--- src/rtl/counter_display_driver_pkg.sv ---
// Shared constants for the two-digit counter display: active-high segment codes,
// digit-enable patterns, scan-state encoding and polarity helpers.
package counter_display_driver_pkg;

    localparam logic [6:0] SEG_CODE_0 = 7'h3F;
    localparam logic [6:0] SEG_CODE_1 = 7'h06;
    localparam logic [6:0] SEG_CODE_2 = 7'h5B;
    localparam logic [6:0] SEG_CODE_3 = 7'h4F;
    localparam logic [6:0] SEG_CODE_4 = 7'h66;
    localparam logic [6:0] SEG_CODE_5 = 7'h6D;
    localparam logic [6:0] SEG_CODE_6 = 7'h7D;
    localparam logic [6:0] SEG_CODE_7 = 7'h07;
    localparam logic [6:0] SEG_CODE_8 = 7'h7F;
    localparam logic [6:0] SEG_CODE_9 = 7'h6F;

    localparam logic [6:0] SEG_OFF  = 7'h00;
    localparam logic [1:0] DIG_OFF  = 2'b00;
    localparam logic [1:0] DIG_ONES = 2'b01;
    localparam logic [1:0] DIG_TENS = 2'b10;

    localparam logic [0:0] STATE_ONES = 1'b0;
    localparam logic [0:0] STATE_TENS = 1'b1;

    function automatic logic [6:0] seg_drive(input logic [6:0] pattern, input bit active_low);
        return active_low ? ~pattern : pattern;
    endfunction

    function automatic logic [1:0] dig_drive(input logic [1:0] sel, input bit active_low);
        return active_low ? ~sel : sel;
    endfunction

endpackage

--- src/rtl/seven_segment_encoder.sv ---
// Decimal digit to active-high g..a segment pattern; non-decimal inputs blank.
module seven_segment_encoder
    import counter_display_driver_pkg::*;
(
    input  logic [3:0] i_digit,
    output logic [6:0] o_pattern
);

    always_comb begin
        o_pattern = SEG_OFF;
        case (i_digit)
            4'd0:    o_pattern = SEG_CODE_0;
            4'd1:    o_pattern = SEG_CODE_1;
            4'd2:    o_pattern = SEG_CODE_2;
            4'd3:    o_pattern = SEG_CODE_3;
            4'd4:    o_pattern = SEG_CODE_4;
            4'd5:    o_pattern = SEG_CODE_5;
            4'd6:    o_pattern = SEG_CODE_6;
            4'd7:    o_pattern = SEG_CODE_7;
            4'd8:    o_pattern = SEG_CODE_8;
            4'd9:    o_pattern = SEG_CODE_9;
            default: o_pattern = SEG_OFF;
        endcase
    end

endmodule

--- src/rtl/counter_display_driver.sv ---
// Two-digit multiplexed seven-segment driver for a 0-15 counter value, with
// tens-digit blanking and a value captured once per scan frame.
module counter_display_driver
    import counter_display_driver_pkg::*;
#(
    parameter int unsigned REFRESH_BITS       = 16,
    parameter bit          SEGMENT_ACTIVE_LOW = 1'b1,
    parameter bit          DIGIT_ACTIVE_LOW   = 1'b1
) (
    input  logic       clock,
    input  logic       reset,
    input  logic [3:0] counter,
    input  logic       enable,
    output logic [6:0] segments,
    output logic [1:0] digitSelect,
    output logic       frameStrobe
);

    logic [REFRESH_BITS-1:0] r_prescaler;
    logic [0:0]              r_state;
    logic [3:0]              r_latched;
    logic                    r_frame_start;
    logic                    r_strobe;
    logic [6:0]              r_segments;
    logic [1:0]              r_digits;

    logic       w_tick;
    logic       w_is_tens;
    logic [3:0] w_ones;
    logic [3:0] w_enc_digit;
    logic [6:0] w_pattern;
    logic [6:0] w_seg_next;
    logic [1:0] w_dig_next;

    assign w_tick      = &r_prescaler;
    assign w_is_tens   = (r_latched >= 4'd10);
    assign w_ones      = w_is_tens ? (r_latched - 4'd10) : r_latched;
    assign w_enc_digit = (r_state == STATE_ONES) ? w_ones : 4'd1;

    seven_segment_encoder u_encoder (
        .i_digit   (w_enc_digit),
        .o_pattern (w_pattern)
    );

    // TENS phase with a value below ten stays dark (leading-zero blank).
    always_comb begin
        w_seg_next = SEG_OFF;
        w_dig_next = DIG_OFF;
        if (enable) begin
            if (r_state == STATE_ONES) begin
                w_seg_next = w_pattern;
                w_dig_next = DIG_ONES;
            end else if (w_is_tens) begin
                w_seg_next = w_pattern;
                w_dig_next = DIG_TENS;
            end
        end
    end

    always_ff @(posedge clock or negedge reset) begin
        if (!reset) begin
            r_prescaler   <= '0;
            r_state       <= STATE_ONES;
            r_latched     <= 4'd0;
            r_frame_start <= 1'b0;
            r_strobe      <= 1'b0;
            r_segments    <= seg_drive(SEG_OFF, SEGMENT_ACTIVE_LOW);
            r_digits      <= dig_drive(DIG_OFF, DIGIT_ACTIVE_LOW);
        end else begin
            r_prescaler   <= r_prescaler + REFRESH_BITS'(1);
            r_frame_start <= w_tick && (r_state == STATE_TENS);
            // Strobe lines up with the first output cycle showing the new capture.
            r_strobe      <= r_frame_start;
            r_segments    <= seg_drive(w_seg_next, SEGMENT_ACTIVE_LOW);
            r_digits      <= dig_drive(w_dig_next, DIGIT_ACTIVE_LOW);
            if (w_tick) begin
                r_state <= (r_state == STATE_ONES) ? STATE_TENS : STATE_ONES;
                if (r_state == STATE_TENS) begin
                    r_latched <= counter;
                end
            end
        end
    end

    assign segments    = r_segments;
    assign digitSelect = r_digits;
    assign frameStrobe = r_strobe;

endmodule

--- config.mk ---
export PLATFORM = sky130hd
export DESIGN_NAME = counter_display_driver
export DESIGN_NICKNAME = d
export VERILOG_FILES = /design/src/rtl/counter_display_driver_pkg.sv /design/src/rtl/seven_segment_encoder.sv /design/src/rtl/counter_display_driver.sv
export SDC_FILE = /design/constraint.sdc
export NUM_CORES = 1
export LEC_CHECK = 0
export CORE_ASPECT_RATIO = 1.5
export CORE_MARGIN = 1.5
export CORE_UTILIZATION = 58
export DETAILED_ROUTE_END_ITERATION = 6
export PLACE_DENSITY = 0.81
export SLEW_MARGIN = 15
export SYNTH_ARGS = -nofsm -noshare
export SYNTH_HDL_FRONTEND = slang
export SYNTH_SLANG_ARGS = --single-unit
--- constraint.sdc ---
create_clock -name clock -period 4.55 [get_ports clock]
set_input_delay 0.6825 -clock clock [delete_from_list [all_inputs] [get_ports clock]]
set_output_delay 0.6825 -clock clock [all_outputs]
set_load 0.05 [all_outputs]
==> flow_metrics.env, run 1 <==
export IMPL_num_io_pins=17
export IMPL_dpl_hpwl_um=1930
export IMPL_yosys_cell_types_count=33
export IMPL_grt_max_degree=33
export IMPL_maxSlewHeadroom_pct=65.5
export IMPL_drt_iter0_markers=18
export IMPL_vias=1036
export IMPL_wl_per_cell_um=13.1
export IMPL_cts_root_buffer="clkbuf_4"
export IMPL_synth_top_cell_area_share_pct=37.1
export IMPL_numCtsBuffers=5
export IMPL_synth_edf_count=0
export IMPL_grt_pass1_wl_um=4450
export IMPL_syn2layout_area_growth_pct=17.3
export IMPL_finalSetupViolCount=0
export IMPL_antenna_found_initial=0
export IMPL_rows=22
export IMPL_drt_vias_per_instance=5.37
export IMPL_maxCapViolations=0
export IMPL_period_share_pct=51.5
export IMPL_die_h_um=66.3
export IMPL_wl_um=2540
export IMPL_synth_nets=149
export IMPL_yosysSeqAreaShare_pct=52.3
export IMPL_final_nets=170
export IMPL_multi_input_area_um2=688
export IMPL_ff_latch_area_um2=812
export IMPL_synthArstFlopShare_pct=100
export IMPL_leakage_uw=0.000810
export IMPL_fmax_mhz=427
export IMPL_ys_seq_elements=32
export IMPL_drt_pass1_iterations=4
export IMPL_drive_gt1_share_pct=17.8
export IMPL_arrival_ns=1.66
export IMPL_start_util_pct=61.9
export IMPL_skew_ns=0.0181
export IMPL_gp_congestion=0.854
export IMPL_drc=0
export IMPL_numPortBuffers=16
export IMPL_synthCells=135
export IMPL_insertion_delay_ns=0.34
export IMPL_clk_pin_slew_worst_paths_ns=0.10
export IMPL_n_antenna_cell=0
export IMPL_cts_htree_levels=2
export IMPL_ant_nets=0
export IMPL_yosys_warnings=0
export IMPL_power_density_nw_per_um2=309
export IMPL_worstPathCellList="clkdlybuf4s50_1"
export IMPL_vdd_drop_max_mv=0.221
export IMPL_coreArea_um2=2500
export IMPL_finalCriticalPeriod_ns=2.34
export IMPL_die_area_um2=3000
export IMPL_clk_path_buf_depth=2
export IMPL_die_x_um=45.2
export IMPL_crit_fanout=1
export IMPL_slew_viol_final=0
export IMPL_final_hold_viol_count=0
export IMPL_hold_path_class="register to register"
export IMPL_fin_util_pct=72.6
export IMPL_cts_sinks=32
export IMPL_cts_setup_buffers=0
export IMPL_crit_required_ns=3.87
export IMPL_tritoncts="yes"
export IMPL_slowest_delay_ns=0.79
export IMPL_synthTopCellsByArea="dfrtp_1, dfstp_2, xnor2_1"
export IMPL_status="finished clean"
export IMPL_slowest_stage="clkdlybuf4s50_1"
export IMPL_grt_overflow=0
export IMPL_grt_total_usage_pct=20.8
export IMPL_whs_ns=0.347
export IMPL_setup_worst_path_start_class="register"
export IMPL_crit_buf_inv=1
export IMPL_grt_pass1_vias=1077
export IMPL_holdBufCountCts=0
export IMPL_finalSetupTns_ns=0
export IMPL_worst_pin_slew_ns=0.516
export IMPL_yosysTopAreaCell="dfrtp_1"
export IMPL_reg2reg_slack_ns=2.70
export IMPL_path_class="register to primary output"
export IMPL_ys_flop_type="dfrtp_1"
export IMPL_cts_resized=0
export IMPL_rsz0062_at_grt="no"
export IMPL_end_kind="primary output"
export IMPL_syn_area_um2=1550
export IMPL_syn_mean_instance_area_um2=11.5
export IMPL_path_delay_family="buffers and inverters"
export IMPL_fill_cells=176
per-layer routing:
metal | GRT usage, % | share of wire (%)
met1 | 20.0 | 37
met4 | 11.4 | 3.3
met3 | 6.56 | 3.1
met5 | 0 | 0
met2 | 37.1 | 57
synth_stat cells, drive strengths merged (4+ instances only):
| cell | count |
|---|---|
| dfstp | 9 |
| a21oi | 5 |
| inv | 10 |
| nand2 | 10 |
| nand3 | 9 |
| o21ai | 5 |
| ha | 7 |
| dfrtp | 23 |
| nor2 | 9 |
| xor2 | 4 |
| xnor2 | 11 |
| nand4 | 4 |
| mux2 | 4 |
where the power goes:
group | internal [uW] | switching [uW]
sequential | 297 | 4.74
clock | 90.9 | 91.0
combinational | 29.8 | 48.9
total | 418 | 145
final timing paths:
| path | cells past startpoint | start | end |
|---|---|---|---|
| worst max-delay path | 1 | digitSelect[1]$_DFF_PN1_ | digitSelect[1] |
| worst min-delay path | 0 | r_frame_start$_DFF_PN0_ | frameStrobe$_DFF_PN0_ |
| worst max register to register | 5 | r_latched[1]$_DFFE_PN0P_ | segments[5]$_DFF_PN1_ |
| worst min register to register | 0 | r_frame_start$_DFF_PN0_ | frameStrobe$_DFF_PN0_ |
| max in group asynchronous | 2 | reset | segments[0]$_DFF_PN1_ |
| min in group asynchronous | 2 | reset | r_latched[3]$_DFFE_PN0P_ |
state kept, by name, indices dropped and copies added, names as in the netlist:
name	count
digitSelect	2
r_state	1
frameStrobe	1
r_frame_start	1
r_latched	4
segments	7
r_prescaler	16
per-stage QoR:
step                worst slack [ns]  std cells  power (uW)  cell area, um^2
floorplan                       2.89        135         358             1550
finish                          2.21        193         562             1820
detailed placement              2.58        185         387             1750
global route                    2.16        193         590             1820
global placement                2.58        185         384             1750
CTS                             2.20        193         569             1820
cells by family after synthesis:
kind of cell    Yosys count  synth area share, %
flops                    32                 52.3
simple gates             42                 16.7
mux                       7                 5.81
buf+inv                  13                 3.31
compound gates           19                 7.74
fa+ha+maj                 7                 5.64
xor+xnor                 15                 8.47
layout make-up:
| type | count | area share, % |
|---|---|---|
| multi-input cells | 90 | 37.8 |
| well taps | 36 | 2.48 |
| repair buffers | 17 | 9.22 |
| flip-flops and latches | 32 | 44.6 |
| inverters | 10 | 2.06 |
| clock buffers | 8 | 3.78 |
cells in the final DEF (no fill, tap or decap), drive strengths merged, types with 4 or more instances in the layout:
cell and count:
a21oi 5, clkbuf 8, clkdlybuf4s50 16, dfrtp 23, dfstp 9, ha 7
inv 10, mux2 4, nand2 10, nand3 9, nand4 4, nor2 9
o21ai 5, xnor2 11, xor2 4
Note: power is estimated with default switching activity, not from simulation.
==> run 2, diff against run 1 <==
--- a/config.mk
+++ b/config.mk
@@ -7,9 +7,9 @@
 export LEC_CHECK = 0
 export CORE_ASPECT_RATIO = 1.5
 export CORE_MARGIN = 1.5
-export CORE_UTILIZATION = 58
+export CORE_UTILIZATION = 49
 export DETAILED_ROUTE_END_ITERATION = 6
-export PLACE_DENSITY = 0.81
+export PLACE_DENSITY = 0.73
 export SLEW_MARGIN = 15
 export SYNTH_ARGS = -nofsm -noshare
 export SYNTH_HDL_FRONTEND = slang
==> constraint.sdc (replaced) <==
create_clock -name clock -period 2.1 [get_ports clock]
set_input_delay 0.315 -clock clock [delete_from_list [all_inputs] [get_ports clock]]
set_output_delay 0.315 -clock clock [all_outputs]
set_load 0.05 [all_outputs]
==> flow_metrics.env, run 2 (synthesis gave the netlist of run 1 again) <==
export IMPL_status="finished clean"
export IMPL_grt_max_degree=33
export IMPL_met2_usage_pct=33.8
export IMPL_vdd_drop_max_mv=0.573
export IMPL_maxCapViolations=0
export IMPL_final_hold_viol_count=0
export IMPL_finalCriticalPeriod_ns=1.90
export IMPL_ant_nets=0
export IMPL_cts_htree_levels=2
export IMPL_drt_pass1_iterations=4
export IMPL_slowest_stage="clkdlybuf4s50_1"
export IMPL_numPortBuffers=16
export IMPL_grt_pass1_wl_um=4710
export IMPL_max_flop_register="r_prescaler"
export IMPL_reg2reg_slack_ns=0.30
export IMPL_antenna_found_initial=0
export IMPL_gp_congestion=0.900
export IMPL_insertion_delay_ns=0.28
export IMPL_drc=0
export IMPL_drt_vias_per_instance=5.22
export IMPL_dpl_worst_slack_ns=0.279
export IMPL_path_delay_family="buffers and inverters"
export IMPL_period_share_pct=90.5
export IMPL_n_antenna_cell=0
export IMPL_die_area_um2=3520
export IMPL_r2r_start="r_latched[1]$_DFFE_PN0P_"
export IMPL_rsz0062_at_grt="no"
export IMPL_most_common_layout_cells="dfrtp_1, clkdlybuf4s50_1, xnor2_1"
export IMPL_rows=24
export IMPL_grt_total_usage_pct=18.1
export IMPL_grt_busiest_layer="met2"
export IMPL_end_kind="primary output"
export IMPL_fmax_mhz=526
export IMPL_worstPathCellList="clkdlybuf4s50_1"
export IMPL_hold_path_class="register to register"
export IMPL_slew_viol_final=0
export IMPL_layout_cells_most_common="dfrtp_1"
export IMPL_crit_fanout=1
export IMPL_power_density_nw_per_um2=718
export IMPL_cts_setup_buffers=0
export IMPL_setup_worst_path_start_class="register"
export IMPL_syn2layout_area_growth_pct=19.5
export IMPL_maxSlewHeadroom_pct=66.4
export IMPL_tritoncts="yes"
export IMPL_num_io_pins=17
export IMPL_skew_ns=0.00613
export IMPL_die_x_um=48.9
export IMPL_vias=1024
export IMPL_arrival_ns=1.59
export IMPL_largest_register_ffs=16
export IMPL_cts_root_buffer="clkbuf_8"
export IMPL_fill_cells=234
export IMPL_cts_sinks=32
export IMPL_clk_pin_slew_worst_paths_ns=0.06
export IMPL_cts_resized=0
export IMPL_numCtsBuffers=5
export IMPL_slowest_delay_ns=0.79
export IMPL_grt_overflow=0
export IMPL_worst_pin_slew_ns=0.503
export IMPL_coreArea_um2=2970
export IMPL_clk_path_buf_depth=2
export IMPL_crit_required_ns=1.78
export IMPL_path_class="register to primary output"
export IMPL_dpl_hpwl_um=1960
export IMPL_min_from="r_frame_start$_DFF_PN0_"
export IMPL_grt_pass1_vias=1123
export IMPL_hold_depth=0
export IMPL_drive_gt1_share_pct=17.8
export IMPL_start_util_pct=52.2
export IMPL_wl_per_cell_um=13.5
export IMPL_holdBufCountCts=0
export IMPL_die_h_um=71.9
export IMPL_final_nets=170
export IMPL_gr_usage_met1_pct=17.4
export IMPL_wl_um=2650
export IMPL_drt_iter0_markers=21
export IMPL_startpoint="digitSelect[0]$_DFF_PN1_"
export IMPL_crit_buf_inv=1
export IMPL_gr_usage_met3_pct=4.94
export IMPL_worstRegToRegCells=5
export IMPL_finalSetupTns_ns=0
export IMPL_fin_ws_ns=0.199
export IMPL_cp_depth=1
export IMPL_finalSetupViolCount=0
export IMPL_leakage_uw=0.000823
## run 2: cell count changes in the layout (fill, tap and decap cells not counted)
cell,delta
clkbuf_8,+5
clkbuf_4,-5
## run 2: cell type report
type                            count  area, um^2  share of cell area [%]
Clock buffer                        8         100                    5.40
Inverter                           10        37.5                    2.02
Multi-Input combinational cell     90         688                    37.1
Sequential cell                    32         812                    43.8
Tap cell                           39        48.8                    2.63
Timing Repair Buffer               17         168                    9.04
## run 2: final timing paths
kind / endpoint
setup reg to reg: segments[5]$_DFF_PN1_
setup / recovery: digitSelect[0]
hold reg to reg: frameStrobe$_DFF_PN0_
hold / removal: frameStrobe$_DFF_PN0_
min in group asynchronous: r_prescaler[14]$_DFF_PN0_
max in group asynchronous: segments[3]$_DFF_PN1_
## run 2: layer usage
metal / vias up / part of all wire [%]
met5: - / 0
met4: 0 / 2.6
met3: 6 / 3.1
met2: 21 / 55
met1: 496 / 39
li1: 501 / -
## run 2: power breakdown
group	leakage, uW	switching, uW	internal [uW]
Sequential	0.000392	10.2	644
Clock	0.0000515	207	299
Combinational	0.000379	107	64.9
Total	0.000823	324	1010
## run 2: stage by stage
step                      cells  hold slack (ns)  power [uW]  utilization [%]  area, um^2
after floorplan             135           0.0194         775                -        1550
after global placement      188            0.340         835             59.0        1750
after detailed placement    188            0.348         838             59.0        1750
after CTS                   196            0.359        1350             62.4        1850
after global routing        196            0.366        1390             62.4        1850
final                       196            0.353        1330             62.4        1850
